==> src/rtl/sonic_vc_stream_arbiter.sv <==
// Packet-aware round-robin arbiter merging NUM_IN virtual-channel streams into one
// registered output stream; a grant is held from SOP to EOP.
module sonic_vc_stream_arbiter #(
    parameter int unsigned NUM_IN     = 4,
    parameter int unsigned DATA_WIDTH = 133,
    parameter int unsigned SOP_BIT    = 129,
    parameter int unsigned EOP_BIT    = 128
) (
    input  logic                         clk,
    input  logic                         reset,
    input  logic [NUM_IN-1:0]            in_valid,
    input  logic [NUM_IN*DATA_WIDTH-1:0] in_data,
    output logic [NUM_IN-1:0]            in_ready,
    output logic                         out_valid,
    output logic [DATA_WIDTH-1:0]        out_data,
    output logic [$clog2(NUM_IN)-1:0]    out_channel,
    input  logic                         out_ready,
    output logic [NUM_IN-1:0]            grant,
    output logic                         err_no_sop
);

    localparam int unsigned CW = $clog2(NUM_IN);

    typedef enum logic {
        ST_IDLE,
        ST_LOCKED
    } state_e;

    state_e                state_q, state_d;
    logic [CW-1:0]         owner_q, owner_d;
    logic [CW-1:0]         last_grant_q, last_grant_d;
    logic                  out_valid_q, out_valid_d;
    logic [DATA_WIDTH-1:0] out_data_q, out_data_d;
    logic [CW-1:0]         out_channel_q, out_channel_d;
    logic                  err_no_sop_q, err_no_sop_d;

    logic                  load;
    logic                  found;
    logic [CW-1:0]         sel;
    logic [DATA_WIDTH-1:0] beat;
    logic                  xfer;

    always_comb begin
        load  = !out_valid_q || out_ready;
        sel   = '0;
        found = 1'b0;
        if (state_q == ST_LOCKED) begin
            sel   = owner_q;
            found = 1'b1;
        end else begin
            // Outer loop walks priority order starting after the last winner.
            for (int unsigned k = 1; k <= NUM_IN; k++) begin
                for (int unsigned i = 0; i < NUM_IN; i++) begin
                    if (!found && in_valid[i] && ((32'(last_grant_q) + k) % NUM_IN == i)) begin
                        found = 1'b1;
                        sel   = CW'(i);
                    end
                end
            end
        end

        grant = '0;
        beat  = '0;
        for (int unsigned i = 0; i < NUM_IN; i++) begin
            grant[i] = found && (sel == CW'(i));
            if (sel == CW'(i)) begin
                beat = in_data[i*DATA_WIDTH +: DATA_WIDTH];
            end
        end

        in_ready = {NUM_IN{load}} & grant;
        xfer     = |(in_ready & in_valid);

        state_d       = state_q;
        owner_d       = owner_q;
        last_grant_d  = last_grant_q;
        out_valid_d   = out_valid_q;
        out_data_d    = out_data_q;
        out_channel_d = out_channel_q;
        err_no_sop_d  = err_no_sop_q;

        if (xfer) begin
            last_grant_d  = sel;
            out_valid_d   = 1'b1;
            out_data_d    = beat;
            out_channel_d = sel;
            if (state_q == ST_IDLE) begin
                // A beat without SOP opens a packet as though it carried one.
                if (!beat[SOP_BIT]) begin
                    err_no_sop_d = 1'b1;
                end
                if (!beat[EOP_BIT]) begin
                    state_d = ST_LOCKED;
                    owner_d = sel;
                end
            end else if (beat[EOP_BIT]) begin
                state_d = ST_IDLE;
            end
        end else if (out_ready) begin
            out_valid_d = 1'b0;
        end
    end

    always_ff @(posedge clk or posedge reset) begin
        if (reset) begin
            state_q       <= ST_IDLE;
            owner_q       <= '0;
            last_grant_q  <= CW'(NUM_IN - 1);
            out_valid_q   <= 1'b0;
            out_data_q    <= '0;
            out_channel_q <= '0;
            err_no_sop_q  <= 1'b0;
        end else begin
            state_q       <= state_d;
            owner_q       <= owner_d;
            last_grant_q  <= last_grant_d;
            out_valid_q   <= out_valid_d;
            out_data_q    <= out_data_d;
            out_channel_q <= out_channel_d;
            err_no_sop_q  <= err_no_sop_d;
        end
    end

    assign out_valid   = out_valid_q;
    assign out_data    = out_data_q;
    assign out_channel = out_channel_q;
    assign err_no_sop  = err_no_sop_q;

endmodule

==> config.mk <==
export PLATFORM = sky130hd
export DESIGN_NAME = sonic_vc_stream_arbiter
export DESIGN_NICKNAME = d
export VERILOG_FILES = /design/src/rtl/sonic_vc_stream_arbiter.sv
export SDC_FILE = /design/constraint.sdc
export NUM_CORES = 1
export LEC_CHECK = 0
export BUFFER_PORTS_ARGS = -buffer_cell sky130_fd_sc_hd__buf_2
export CAP_MARGIN = 15
export CORE_AREA = 2 2 263 265
export DETAILED_ROUTE_END_ITERATION = 8
export DIE_AREA = 0 0 265 267
export PLACE_DENSITY_LB_ADDON = 0.08
export SLEW_MARGIN = 20
export SYNTH_ARGS = -nofsm -noshare
export SYNTH_HDL_FRONTEND = slang
export SYNTH_SLANG_ARGS = --single-unit
==> constraint.sdc <==
create_clock -name clk -period 3.9 [get_ports clk]
set_input_delay 0 -clock clk [delete_from_list [all_inputs] [get_ports clk]]
set_output_delay 0 -clock clk [all_outputs]
set_load 0.05 [all_outputs]
==> results by group <==
Status
  • Outcome: completed

Pwr
  • Clock group share of total power: 0.103
  • Combinational share of power: 0.741
  • Internal power: 9856 uW
  • Sw frac: 0.4391
  • Switching pwr: 7716 uW
  • Leak Pwr: 0.007863 uW
  • Pwr Density: 1031 mW/mm^2
  • Worst-case vdd ir drop: 0.5685 mV
  • Sequential power share: 0.157

STA
  • RSZ-0062 raised after global routing: no
  • Final WS setup: 0.4767 ns
  • Setup_tns: 0 ns
  • Crit path time final: 3.423 ns
  • Final hold slack: 0.07253 ns
  • Final setup vio count: 0
  • Fmax: 292.1 MHz
  • Relative slew slack: 0.4890
  • Hold Vio Cnt, Final: 0
  • Worst-Margin Slew: 0.7665 ns
  • Clk_skew: 0.01232 ns
  • Period Utilization, post-route: 0.8778
  • Fin. max-slew vios: 0

Clocking
  • Clock Latency Late Sink: 0.47 ns
  • Clock sink count: 142
  • Clock-pin slew on the worst setup and hold paths: 0.07 ns
  • H-tree depth: 4
  • Resize count post-CTS: 0
  • Total CTS buffers: 17
  • Post-CTS Hold Buffers: 269
  • Post CTS Setup Buffer Count: 0
  • Worst-case clock buffer depth: 2
  • CTS root buf: clkbuf_16
  • TritonCTS clock tree: built

GRT
  • Met3 Track Usage GR: 0.04779
  • First-pass GRT wire length: 60.56 mm
  • Largest net degree at the start of global routing: 82
  • Met2 GRT Util: 0.2143
  • Total GRT Usage: 0.1158
  • Vias in the first global route: 9874
  • Grt ovf: 0
  • GRT busiest layer: met2
  • Met1 Usage GRT: 0.1197
  • Initial antenna violation count: 13

Synth
  • Mapped Avg Cell Area: 17.68 um^2
  • Netlist cell types: 47
  • Register area share after synthesis: 0.3794
  • Post-synth EDFFs: 0
  • Post-synth ARST share: 1.000
  • Yosys Warn Count: 0
  • Top cells by area, synth: dfrtp_1, mux4_2, mux2_4
  • Syn nets: 1069
  • Syn Inst Count: 530
  • Top-area cell type share of the netlist area: 0.3738
  • Area leader, netlist: dfrtp_1
  • Post-Synthesis Cell Area: 0.009373 mm^2
  • Top_reg_cell synth: dfrtp_1
  • #FFs+latches synth: 142

Final layout
  • # fillers: 7340
  • Fin cells: 2366
  • Post-route cell area: 0.01705 mm^2
  • Share of layout cells above drive strength 1: 0.6619
  • Layout net count: 2009
  • Area Overhead vs Synth: 81.86%

Worst setup path
  • Worst r2r src: last_grant_q[1]$_DFFE_PP1P_
  • Worst r2r path cells: 7
  • WS Path Type: reg2reg
  • R2r setup slk: 0.48 ns
  • Type of destination of the critical path: flip-flop
  • Worst Setup Start Kind: flip-flop
  • Crit path largest cell delay: 0.60 ns
  • Worst path required time: 4.25 ns
  • Crit-path slowest cell: dfstp_2
  • Crit-path cells: nor3b_2 > or3_1 > o21ai_4 > buf_12 > mux4_2 > dlygate4sd3_1 > mux2_4
  • Worst Path Max Fanout: 77
  • WP data arrival: 3.77 ns
  • Worst r2r dst: out_data[121]$_DFFE_PP0P_

Place
  • Post-placement cell count: 2064
  • Gpl congestion: 0.7462
  • I/O Buffers: 683
  • Post-DP HPWL: 32.34 mm
  • Place WS: 0.9145 ns
  • Area post-placement: 0.01373 mm^2

Routing
  • Total Routed Length: 41.51 mm
  • DRC: 0
  • Vias: 8856
  • Average wire per standard cell: 17.54 um
  • DRT iter0 DRCs: 252
  • Vias/cell: 3.743
  • Pre-antenna DRT Iters: 4
  • Final ANT Viol Nets: 0

Flow run
  • Max-cap violations: 0

Floorplan
  • Core box area: 0.06799 mm^2
  • Cell row count: 96
  • Die Y: 267 um
  • Initial Utilization: 0.1379
  • Chip width: 265 um
  • Die footprint: 0.07076 mm^2
  • IO Count: 684

Worst hold path
  • Hold Path End: last_grant_q[1]$_DFFE_PP1P_
  • HP Class: in2reg
  • Cells on Worst Hold Path: 4
  • Min-Delay Startpoint: in_valid[0]
[stage by stage]
step | util | total power, uW
floorplan | - | 12010
detailed placement | 0.2020 | 14460
global route | 0.2507 | 18720
global placement | 0.2020 | 14510
CTS | 0.2506 | 18000
finish | 0.2507 | 17570
[kinds of logic after synthesis]
logic type	Yosys count	synth area share
buf+inv	49	0.04525
mux	269	0.5249
simple gates	40	0.02430
compound gates	30	0.02616
flops	142	0.3794
[placed cells by master (no fill, tap or decap), types with 2 or more instances in the layout]
master         instances
a211oi_1               2
a21o_1                 3
a21oi_1                3
a31o_2                 2
a41oi_1                2
buf_12                 9
buf_2                683
buf_4                  6
bufinv_16              4
clkbuf_1               3
clkbuf_16             17
clkinv_2               2
clkinvlp_4             2
dfrtp_1              140
dfstp_2                2
diode_2                2
dlygate4sd3_1        269
inv_1                  2
inv_6                  2
mux2_1                27
mux2_4               108
mux4_2               132
nand2_1                4
nand2b_1               5
nand3_1                2
nor2_1                14
nor2b_1                4
nor3_1                 3
o21ai_0                3
o21bai_1               2
[cells in the mapped netlist, drive strengths merged (2+ instances only)]
master and number:
o21a 2, a41oi 2, a41o 2, nor2 14, inv 3, dfstp 2, a21o 3, nand2 4
nor2b 4, buf 34, nand3 2, a211oi 2, or2 2, clkbuf 12, dfrtp 140, o21bai 3
nor3 3, nor3b 2, mux4 132, nor4 2, mux2 136, o21ai 4, a31o 2, a21oi 3
nand2b 5
[registers in the layout, summed over array words and instances, names as in the netlist]
name          count
out_data        133
last_grant_q      2
out_channel       2
owner_q           2
err_no_sop        1
out_valid         1
state_q           1
[critical path, delay by kind of cell, from the launching register on]
kind            cells  cell delay [ns]
compound gates      1             0.21
buf+inv             2             1.10
flops               1             0.60
mux                 2             0.85
simple gates        2             0.44
[per-layer routing]
metal  vias to the layer above  wire length (um)
li1                       4055                 -
met1                      4339             14910
met2                       406             22240
met3                        44              3647
met4                        12               639
met5                         -                78
[worst max-delay path by stage]
stage	from	end	cells after the start	slack, ns
floorplan	reset	err_no_sop$_DFFE_PP0P_	1	0.09
global placement	last_grant_q[1]$_DFFE_PP1P_	out_data[32]$_DFFE_PP0P_	8	0.95
detailed placement	last_grant_q[1]$_DFFE_PP1P_	out_data[8]$_DFFE_PP0P_	8	0.91
CTS	last_grant_q[1]$_DFFE_PP1P_	out_data[120]$_DFFE_PP0P_	7	0.39
global route	last_grant_q[1]$_DFFE_PP1P_	out_data[121]$_DFFE_PP0P_	7	0.29
finish	last_grant_q[1]$_DFFE_PP1P_	out_data[121]$_DFFE_PP0P_	7	0.48
[power by group through the flow]
stage | clock [uW] | combinational (uW) | sequential (uW)
2_1_floorplan | 0 | 6730 | 5280
3_3_place_gp | 0 | 11700 | 2790
3_5_place_dp | 0 | 11700 | 2770
4_1_cts | 1900 | 13300 | 2780
5_1_grt | 1970 | 13900 | 2870
6_report | 1800 | 13000 | 2760
[area by class of cell]
class                      instances  area, um^2  share of cell area
antenna                            2       5.005           0.0002936
clock buffer                      21       450.4             0.02643
clock inverter                    10       162.7            0.009543
inverter                           3       16.27           0.0009543
multi-input combinational        339        5415              0.3177
sequential                       142        3556              0.2086
tap                              882        1104             0.06474
timing repair buffer             967        6336              0.3717
Power figures use the tool's default switching activity.
